File: config.mk
export PLATFORM = sky130hd
export DESIGN_NAME = fft_twiddle_mac
export DESIGN_NICKNAME = d
export VERILOG_FILES = /design/src/rtl/fft_twiddle_mac.sv
export SDC_FILE = /design/constraint.sdc
export NUM_CORES = 2
export LEC_CHECK = 0
export CAP_MARGIN = 20
export CELL_PAD_IN_SITES_DETAIL_PLACEMENT = 0
export CELL_PAD_IN_SITES_GLOBAL_PLACEMENT = 1
export CORE_MARGIN = 2
export CORE_UTILIZATION = 30
export CTS_BUF_LIST = sky130_fd_sc_hd__clkbuf_2 sky130_fd_sc_hd__clkbuf_4 sky130_fd_sc_hd__clkbuf_8
export DETAILED_ROUTE_END_ITERATION = 8
export GPL_TIMING_DRIVEN = 0
export PLACE_DENSITY = 0.61
export SETUP_SLACK_MARGIN = 0.02
export SYNTH_ARGS = -nofsm -noshare
export SYNTH_HDL_FRONTEND = slang
export SYNTH_SLANG_ARGS = --single-unit
export TNS_END_PERCENT = 100
File: constraint.sdc
create_clock -name clock -period 17.9 [get_ports clock]
set_clock_uncertainty 0.05 [all_clocks]
set_input_delay 1.79 -clock clock [delete_from_list [all_inputs] [get_ports clock]]
set_output_delay 1.79 -clock clock [all_outputs]
set_load 0.02 [all_outputs]
File: src/rtl/fft_twiddle_mac.sv
// -----------------------------------------------------------------------------
// fft_twiddle_mac
//   Complex multiply-accumulate stage that sits after the FFT control unit.
//   Each accepted sample is multiplied by a twiddle factor read from an
//   8-entry Q1.15 ROM, rounded back to sample scale and summed into wide
//   accumulators. Every N_TERMS accepted samples one saturated complex result
//   is emitted for the X memory write port.
//
//   Pipeline: S1 (sample + twiddle) -> S2 (rounded product) -> S3 (product
//   staged for the accumulator) -> accumulate / emit. The last sample accepted
//   at edge t produces out_valid after edge t+3.
//
// Ports
//   clock        system clock, rising edge
//   reset        asynchronous active-low reset
//   Local_reset  synchronous active-high clear, beats in_valid
//   in_valid     sample strobe, one sample per high cycle
//   in_re/in_im  signed sample, DW bits each
//   ROMW_add     twiddle index k (0..7), sampled with in_valid
//   out_valid    one-cycle result strobe
//   out_re/out_im saturated signed result, DW bits each
//   Overflow     sticky flag: some emitted result was clamped
// -----------------------------------------------------------------------------
module fft_twiddle_mac #(
  parameter int DW      = 16,
  parameter int TW      = 16,
  parameter int N_TERMS = 8,
  parameter int ACC_W   = 22
) (
  input  logic                 clock,
  input  logic                 reset,
  input  logic                 Local_reset,
  input  logic                 in_valid,
  input  logic signed [DW-1:0] in_re,
  input  logic signed [DW-1:0] in_im,
  input  logic [2:0]           ROMW_add,
  output logic                 out_valid,
  output logic signed [DW-1:0] out_re,
  output logic signed [DW-1:0] out_im,
  output logic                 Overflow
);

  localparam int MW = DW + TW;          // single product width
  localparam int PW = DW + TW + 1;      // sum/difference of two products
  localparam int RW = PW - (TW - 1);    // product after dropping Q1.15 fraction
  localparam int CW = (N_TERMS > 1) ? $clog2(N_TERMS) : 1;

  localparam logic signed [PW-1:0]    RND     = PW'(2 ** (TW - 2));
  localparam logic signed [ACC_W-1:0] SUM_MAX = ACC_W'(2 ** (DW - 1) - 1);
  localparam logic signed [ACC_W-1:0] SUM_MIN = ACC_W'(-(2 ** (DW - 1)));
  localparam logic signed [DW-1:0]    OUT_MAX = {1'b0, {(DW-1){1'b1}}};
  localparam logic signed [DW-1:0]    OUT_MIN = {1'b1, {(DW-1){1'b0}}};
  localparam logic [CW-1:0]           LAST    = CW'(N_TERMS - 1);

  // Twiddle ROM: W_k = exp(-j*2*pi*k/8) in Q1.15
  logic signed [TW-1:0] w_re, w_im;

  // NOTE: every signal assigned in an always_comb gets a default first, so no
  // path through the block can leave it unassigned and infer a latch.
  always_comb begin
    w_re = '0;
    w_im = '0;
    case (ROMW_add)
      3'd0: begin w_re = TW'(32767);  w_im = TW'(0);      end
      3'd1: begin w_re = TW'(23170);  w_im = TW'(-23170); end
      3'd2: begin w_re = TW'(0);      w_im = TW'(-32767); end
      3'd3: begin w_re = TW'(-23170); w_im = TW'(-23170); end
      3'd4: begin w_re = TW'(-32767); w_im = TW'(0);      end
      3'd5: begin w_re = TW'(-23170); w_im = TW'(23170);  end
      3'd6: begin w_re = TW'(0);      w_im = TW'(32767);  end
      3'd7: begin w_re = TW'(23170);  w_im = TW'(23170);  end
      default: begin w_re = '0;       w_im = '0;          end
    endcase
  end

  // Pipeline state
  logic                    s1_valid_q, s2_valid_q, s3_valid_q;
  logic signed [DW-1:0]    s1_re_q, s1_im_q;
  logic signed [TW-1:0]    s1_wre_q, s1_wim_q;
  logic signed [RW-1:0]    s2_re_q, s2_im_q, s3_re_q, s3_im_q;
  logic signed [ACC_W-1:0] acc_re_q, acc_im_q;
  logic [CW-1:0]           cnt_q;
  logic                    out_valid_q, ovf_q;
  logic signed [DW-1:0]    out_re_q, out_im_q;

  // S2 datapath: exact complex product, round-half-up, drop the fraction bits
  logic signed [MW-1:0] m_rr, m_ii, m_ri, m_ir;
  logic signed [PW-1:0] prod_re, prod_im;
  logic signed [RW-1:0] p_re_d, p_im_d;

  assign m_rr    = MW'(s1_re_q) * MW'(s1_wre_q);
  assign m_ii    = MW'(s1_im_q) * MW'(s1_wim_q);
  assign m_ri    = MW'(s1_re_q) * MW'(s1_wim_q);
  assign m_ir    = MW'(s1_im_q) * MW'(s1_wre_q);
  assign prod_re = PW'(m_rr) - PW'(m_ii) + RND;
  assign prod_im = PW'(m_ri) + PW'(m_ir) + RND;
  // Taking the upper bits is the arithmetic shift right by TW-1
  assign p_re_d  = prod_re[PW-1:TW-1];
  assign p_im_d  = prod_im[PW-1:TW-1];

  // Accumulate stage: running sum including the product currently in S3
  logic signed [ACC_W-1:0] sum_re_d, sum_im_d;
  logic signed [DW-1:0]    sat_re_d, sat_im_d;
  logic                    clip_re_d, clip_im_d;

  assign sum_re_d = acc_re_q + ACC_W'(s3_re_q);
  assign sum_im_d = acc_im_q + ACC_W'(s3_im_q);

  always_comb begin
    sat_re_d  = sum_re_d[DW-1:0];
    sat_im_d  = sum_im_d[DW-1:0];
    clip_re_d = 1'b0;
    clip_im_d = 1'b0;
    if (sum_re_d > SUM_MAX) begin
      sat_re_d  = OUT_MAX;
      clip_re_d = 1'b1;
    end else if (sum_re_d < SUM_MIN) begin
      sat_re_d  = OUT_MIN;
      clip_re_d = 1'b1;
    end
    if (sum_im_d > SUM_MAX) begin
      sat_im_d  = OUT_MAX;
      clip_im_d = 1'b1;
    end else if (sum_im_d < SUM_MIN) begin
      sat_im_d  = OUT_MIN;
      clip_im_d = 1'b1;
    end
  end

  // NOTE: sequential state is written with non-blocking assignments only, so
  // every stage samples the values its predecessor held before this edge.
  always_ff @(posedge clock or negedge reset) begin
    if (!reset) begin
      s1_valid_q  <= 1'b0;
      s2_valid_q  <= 1'b0;
      s3_valid_q  <= 1'b0;
      s1_re_q     <= '0;
      s1_im_q     <= '0;
      s1_wre_q    <= '0;
      s1_wim_q    <= '0;
      s2_re_q     <= '0;
      s2_im_q     <= '0;
      s3_re_q     <= '0;
      s3_im_q     <= '0;
      acc_re_q    <= '0;
      acc_im_q    <= '0;
      cnt_q       <= '0;
      out_valid_q <= 1'b0;
      out_re_q    <= '0;
      out_im_q    <= '0;
      ovf_q       <= 1'b0;
    end else if (Local_reset) begin
      // Drops in-flight samples too, so a final term arriving now is lost
      s1_valid_q  <= 1'b0;
      s2_valid_q  <= 1'b0;
      s3_valid_q  <= 1'b0;
      s1_re_q     <= '0;
      s1_im_q     <= '0;
      s1_wre_q    <= '0;
      s1_wim_q    <= '0;
      s2_re_q     <= '0;
      s2_im_q     <= '0;
      s3_re_q     <= '0;
      s3_im_q     <= '0;
      acc_re_q    <= '0;
      acc_im_q    <= '0;
      cnt_q       <= '0;
      out_valid_q <= 1'b0;
      out_re_q    <= '0;
      out_im_q    <= '0;
      ovf_q       <= 1'b0;
    end else begin
      s1_valid_q <= in_valid;
      if (in_valid) begin
        s1_re_q  <= in_re;
        s1_im_q  <= in_im;
        s1_wre_q <= w_re;
        s1_wim_q <= w_im;
      end
      s2_valid_q <= s1_valid_q;
      if (s1_valid_q) begin
        s2_re_q <= p_re_d;
        s2_im_q <= p_im_d;
      end
      s3_valid_q <= s2_valid_q;
      if (s2_valid_q) begin
        s3_re_q <= s2_re_q;
        s3_im_q <= s2_im_q;
      end

      out_valid_q <= 1'b0;
      if (s3_valid_q) begin
        if (cnt_q == LAST) begin
          out_valid_q <= 1'b1;
          out_re_q    <= sat_re_d;
          out_im_q    <= sat_im_d;
          acc_re_q    <= '0;
          acc_im_q    <= '0;
          cnt_q       <= '0;
          if (clip_re_d || clip_im_d) ovf_q <= 1'b1;
        end else begin
          acc_re_q <= sum_re_d;
          acc_im_q <= sum_im_d;
          cnt_q    <= cnt_q + 1'b1;
        end
      end
    end
  end

  assign out_valid = out_valid_q;
  assign out_re    = out_re_q;
  assign out_im    = out_im_q;
  assign Overflow  = ovf_q;

endmodule

**Word-level counts from Yosys, hierarchy flattened**

Memory sizes are Yosys's and may differ from the RTL's.
Cells that the tools add are included.

- Mux-type cells: 49
- Reductions and logical operators: 9
- Add/subtract/negate cells: 7
- Equal/unequal tests: 1
- Order comparisons: 4
- Multiply operators: 4

Operator list:

| kind | count |
|---|---|
| 16-bit two-way mux | 18 |
| 18-bit two-way mux | 8 |
| 22-bit two-way mux | 6 |
| 16-bit by 16-bit multiplier with 32-bit output | 4 |
| 33-bit by 16-bit adder with 33-bit output (second input constant) | 2 |
| 22-bit by 18-bit adder with 22-bit output | 2 |
| 22-bit by 16-bit greater-than comparator with 1-bit output (second input constant) | 2 |
| 22-bit by 16-bit < comparator with 1-bit output (second input constant) | 2 |
| 32-bit by 32-bit adder with 33-bit output | 1 |
| 32-bit by 32-bit subtractor with 33-bit output | 1 |
| 1-bit two-way mux | 14 |
| 2-bit nonzero test | 6 |
| 3-bit two-way mux | 3 |
| 3-bit by 1-bit adder with 3-bit output (second input constant) | 1 |
| 3-bit equality test (second input constant) | 1 |
| 3-bit AND reduction | 1 |
| 2-bit AND reduction | 1 |
| 1-bit logical OR | 1 |

- Register bits after elaboration: 220
- Memories kept: 1
- Memory bits (read-only): 256
- Word-level logic and storage cells: 93
- Output and inout bits: 34

Memory list:

| memory | words | bits a word | read ports | clocked after memory_dff | wr ports | line | source |
|---|---|---|---|---|---|---|---|
| (name not given) | 8 | 32 | 1 | 0 | 0 | 63 | `case (ROMW_add)` |

**Logic depth before layout (Yosys ltp)**

- Depth after elaboration: 9
- Gate-level depth with buffers: 31
- Mapped depth without buffers: 29

**Least setup slack after synthesis**

No wires, ideal clock.

- Kind: reg2reg
- From: reg s1_wre_q[13]
- To: reg s2_im_q[16]
- Path slack: 9914 ps
- Data arrival time: 7815 ps
- Clock period less this slack: 7986 ps
- Stages on the path, launching flop included: 27
- Required time: 17729 ps
- Path buffers: 1
- Cells stage by stage: dfrtp_1 clkbuf_1 nand2_1 inv_1 fa_1 inv_1 fa_1 inv_1 fa_1 fa_1 fa_1 fa_1 fa_1 inv_1 fa_1 inv_1 ha_1 and3_1 a221o_1 a21oi_1 o32ai_1 a211oi_1 o31ai_1 a21o_1 a21oi_1 xnor2_1 a22o_1

- Word-level cells in the longest chain between the ends: 5

Ends and longest elaborated chain:

| element | line | source |
|---|---|---|
| start: declaration | 79 | `logic signed [TW-1:0] s1_wre_q, s1_wim_q;` |
| start signal: assignment | 177 | `s1_wre_q <= w_re;` |
| 16-bit by 16-bit multiplier with 32-bit output | 94 | `assign m_ir = MW'(s1_im_q) * MW'(s1_wre_q);` |
| 32-bit by 32-bit adder with 33-bit output | 96 | `assign prod_im = PW'(m_ri) + PW'(m_ir) + RND;` |
| 33-bit by 16-bit adder with 33-bit output | 96 |  |
| 18-bit two-way mux | 181 | `if (s1_valid_q) begin` |
| 18-bit two-way mux | 152 | `end else if (Local_reset) begin` |
| end signal: assignment | 183 | `s2_im_q <= p_im_d;` |
| end: declaration | 80 | `logic signed [RW-1:0] s2_re_q, s2_im_q, s3_re_q, s3_im_q;` |

No other way between the ends. The select of a mux whose other input is x is not followed.
A chain may end at the register's enable or synchronous reset.

**Worst setup path in the final report**

- From: reg s1_wim_q[13]
- To: reg s2_re_q[17]

- Word-level cells in the longest chain between the ends: 5

Ends and longest elaborated chain:

| element | line | source |
|---|---|---|
| start: declaration | 79 |  |
| start signal: assignment | 178 | `s1_wim_q <= w_im;` |
| 16-bit by 16-bit multiplier with 32-bit output | 92 | `assign m_ii = MW'(s1_im_q) * MW'(s1_wim_q);` |
| 32-bit by 32-bit subtractor with 33-bit output | 95 | `assign prod_re = PW'(m_rr) - PW'(m_ii) + RND;` |
| 33-bit by 16-bit adder with 33-bit output | 95 |  |
| 18-bit two-way mux | 181 |  |
| 18-bit two-way mux | 152 |  |
| end signal: assignment | 182 | `s2_re_q <= p_re_d;` |
| end: declaration | 80 |  |

No other way between the ends. The select of a mux whose other input is x is not followed.

==> flow_summary_export.csv <==
group,metric,value,unit
yosys,yosysWarnings,0,
yosys,syn_area,43800,sq um
clock_tree,cts_tree,"done",
clock_tree,ctsHoldBuffers,0,
setup_path,critPathBufInv,6,
yosys,ys_seq_area_frac,0.113,
layout,fillers,15100,
setup_path,path_delay_family,"adder cells",
floorplan,die_area,149000,sq um
detailed_routing,drt_iter0_markers,1755,
sta,fin_setup_tns,0,ns
setup_path,reg2regPathDepth,26,
clock_tree,htreeDepth,4,
detailed_routing,detail-route-antenna-nets,0,
layout,layout-drive-gt1-share,0.0178,
setup_path,critPathLaunchType,"flop",
floorplan,core_area,145000,sq um
clock_tree,cts_max_path_buffers,2,
yosys,syn_nets,5688,
yosys,syn_area_per_cell,10.4,sq um
worst_hold_path,holdPathEnd,"out_im[1]$_DFFE_PN0P_",
floorplan,start_util,0.302,
global_routing,grt_pass1_wl,194000,um
clock_tree,cts_buffers,17,
worst_hold_path,min_delay_path_depth,2,
layout,most-common-layout-cells,"inv_1, fa_1, ha_1",
clock_tree,clk_pin_slew_worst_paths,0.13,ns
sta,fin_crit_sh,0.620,
detailed_routing,routed_wl,123000,um
detailed_routing,vias,27800,
layout,final_common_cell,"inv_1",
setup_path,crit_fanout,10,
yosys,ys_async_sr_fraction,1.00,
global_routing,grt_pass1_vias,31000,
yosys,synth_simple_gate_area_share,0.0650,
sta,slew_viol_final,0,
setup_path,rr_startpoint,"s1_wim_q[13]$_DFFE_PN0P_",
setup_path,path_class,"flop to flop",
worst_hold_path,holdCritStartpoint,"out_im[1]$_DFFE_PN0P_",
floorplan,die_x,386,um
worst_hold_path,min_path_type,"flop to flop",
yosys,yosys.area_share.adder,0.599,
setup_path,critPathSlowestCell,"clkbuf_1",
setup_path,slowest_delay,0.93,ns
yosys,synth_top_family_by_area,"adder cells",
floorplan,fp-row-count,140,
yosys,synthMuxAreaShare,0.0224,
global_routing,grt_max_degree,116,
clock_tree,post-cts-setup-buffer-count,0,
yosys,synth-compound-area-share,0.0554,
layout,finalNonFillerCells,6243,
global_routing,grt_usage,0.176,
sta,rsz0062_at_grt,"no",
clock_tree,clock-sinks,198,
place,port_buffers,70,
yosys,synth-main-ff-cell,"dfrtp_1",
sta,finalSetupViolations,0,
yosys,yosys.cell_types.count,74,
yosys,synth-edff-count,0,
status,status,"complete, no violations",
setup_path,crit_arrival,11.50,ns
yosys,syn_inst,4203,
floorplan,ios,73,
yosys,synth_xor_area_frac,0.0250,
floorplan,die_y,386,um
yosys,ys_seq_elements,198,
detailed_routing,viasPerCell,4.46,
detailed_routing,drtPass1Iterations,5,
sta,period_needed,11.09,ns
pwr,vdd_ir_drop_max,0.501,mV
flow_run,maxCapViolations,0,
setup_path,cp_data_required_time,18.31,ns
detailed_routing,wire_per_inst,19.7,um
layout,area_delta_synth_final,8.70,%
pwr,p_leak,25.1,nW
setup_path,critPathMostFrequentCell,"fa_1",
sta,clock.fmax,0.0902,GHz
clock_tree,insertion_delay,0.59,ns
place,globalplace.congestion,0.922,
sta,slew_headroom,0.173,
place,dp_hpwl,109000,um
detailed_routing,post-route-drc-count,0,
sta,worstMarginPinSlew,1.24,ns
layout,fin_nets,5796,
pwr,power.density,100,nW/um^2
setup_path,r2r_end,"s2_re_q[17]$_DFFE_PN0P_",
global_routing,grt-ovfl-total,0,
global_routing,antenna_found_initial,10,
clock_tree,cts_root_buf,"clkbuf_8",
setup_path,cp-end-kind,"flop",
setup_path,reg2reg_setup_slack,6.81,ns
sta,hold_viol,0,
clock_tree,cts_resized,0,
place,dpl.cell_count,6204,
==> flip-flops by register name, indices dropped and copies added (netlist names), 3 cells and up <==
| signal | count |
|---|---|
| acc_im_q | 22 |
| acc_re_q | 22 |
| cnt_q | 3 |
| out_im | 16 |
| out_re | 16 |
| s1_im_q | 16 |
| s1_re_q | 16 |
| s1_wim_q | 5 |
| s1_wre_q | 5 |
| s2_im_q | 18 |
| s2_re_q | 18 |
| s3_im_q | 18 |
| s3_re_q | 18 |
==> worst register-to-register path, cell delays in order, from the launching register on <==
cell and delay, ns:
dfrtp_1 0.34, clkbuf_1 0.63, clkbuf_1 0.93, nand2_1 0.54, inv_1 0.39, fa_1 0.50
fa_1 0.54, inv_1 0.05, fa_1 0.49, fa_1 0.53, fa_1 0.57, fa_1 0.45
fa_1 0.49, inv_1 0.05, fa_1 0.47, inv_1 0.04, ha_1 0.28, nand4_1 0.18
nor2_1 0.28, o211ai_1 0.42, a311oi_1 0.63, o21ai_0 0.44, o31ai_1 0.76, a211oi_1 0.32
a21oi_1 0.27, xnor2_1 0.13, a22o_1 0.19
==> metal layers <==
metal  part of all wire  routed length, um  GRT usage
met1               0.44              54300      0.243
met2               0.47              58100      0.283
met3              0.066               8140     0.0418
met4              0.019               2300     0.0327
met5            0.00068                 84          0
==> cell type report <==
cell class / count / area [sq um] / share of cell area
Clock inverter: 15 / 180 / 0.00378
Antenna cell: 2 / 5.00 / 0.000105
Sequential cell: 198 / 4950 / 0.104
Inverter: 1281 / 4810 / 0.101
Clock buffer: 17 / 234 / 0.00491
Multi-Input combinational cell: 2607 / 33600 / 0.706
Tap cell: 1917 / 2400 / 0.0503
Buffer: 117 / 450 / 0.00945
Timing Repair Buffer: 89 / 996 / 0.0209
==> cells in the mapped netlist (13+ instances only) <==
library cell	instances	area, sq um
nand2_1	196	736
xnor2_1	88	771
clkbuf_1	105	394
dfrtp_1	198	4950
o21ai_0	46	230
nand2b_1	31	194
fa_1	1088	21800
a21o_1	36	270
a21oi_1	63	315
inv_1	1280	4800
a211oi_1	17	128
a221o_1	27	270
nor2_1	194	728
a22o_1	55	482
xor2_1	37	324
ha_1	358	4480
mux2i_1	96	961
nand3_1	13	65.1
o21a_1	17	128
and2_1	113	707
==> stage by stage <==
step	power (W)	hold WS, ns	setup slack [ns]	utilization	instance area (sq um)
floorplan	0.00299	0.413	9.91	-	43800
global placement	0.00460	0.412	6.10	0.323	46900
detailed placement	0.00460	0.424	6.81	0.324	47100
CTS	0.00497	0.454	6.76	0.327	47600
global route	0.00534	0.494	6.45	0.328	47700
finish	0.00478	0.441	6.81	0.328	47700
==> report_power, final <==
group / internal, W / total, W / switching (W)
Clock: 0.000118 / 0.000324 / 0.000205
Sequential: 0.000483 / 0.000506 / 0.0000235
Combinational: 0.00142 / 0.00395 / 0.00253
==> cell families (layout without fill, tap and decap cells) <==
kind of cell | after synthesis | in the layout
AND/OR/NAND/NOR | 609 | 609
buffers and inverters | 1398 | 1519
adder cells (fa/ha/maj) | 1447 | 1447
multiplexers | 98 | 98
other | 0 | 2
AO/OA/AOI/OAI | 328 | 328
XOR/XNOR | 125 | 125
flip-flops | 198 | 198
==> worst max-delay path by stage <==
stage / start / to / slack (ns) / cells after the start
3_3_place_gp: reset / s1_im_q[2]$_DFFE_PN0P_ / 6.10 / 1
2_1_floorplan: s1_wre_q[13]$_DFFE_PN0P_ / s2_im_q[16]$_DFFE_PN0P_ / 9.91 / 26
5_1_grt: s1_wim_q[13]$_DFFE_PN0P_ / s2_re_q[17]$_DFFE_PN0P_ / 6.45 / 26
6_report: s1_wim_q[13]$_DFFE_PN0P_ / s2_re_q[17]$_DFFE_PN0P_ / 6.81 / 26
3_5_place_dp: s1_wim_q[13]$_DFFE_PN0P_ / s2_re_q[16]$_DFFE_PN0P_ / 6.81 / 26
4_1_cts: s1_wim_q[13]$_DFFE_PN0P_ / s2_re_q[16]$_DFFE_PN0P_ / 6.76 / 26
No activity file was read; power rests on OpenSTA's default activity.
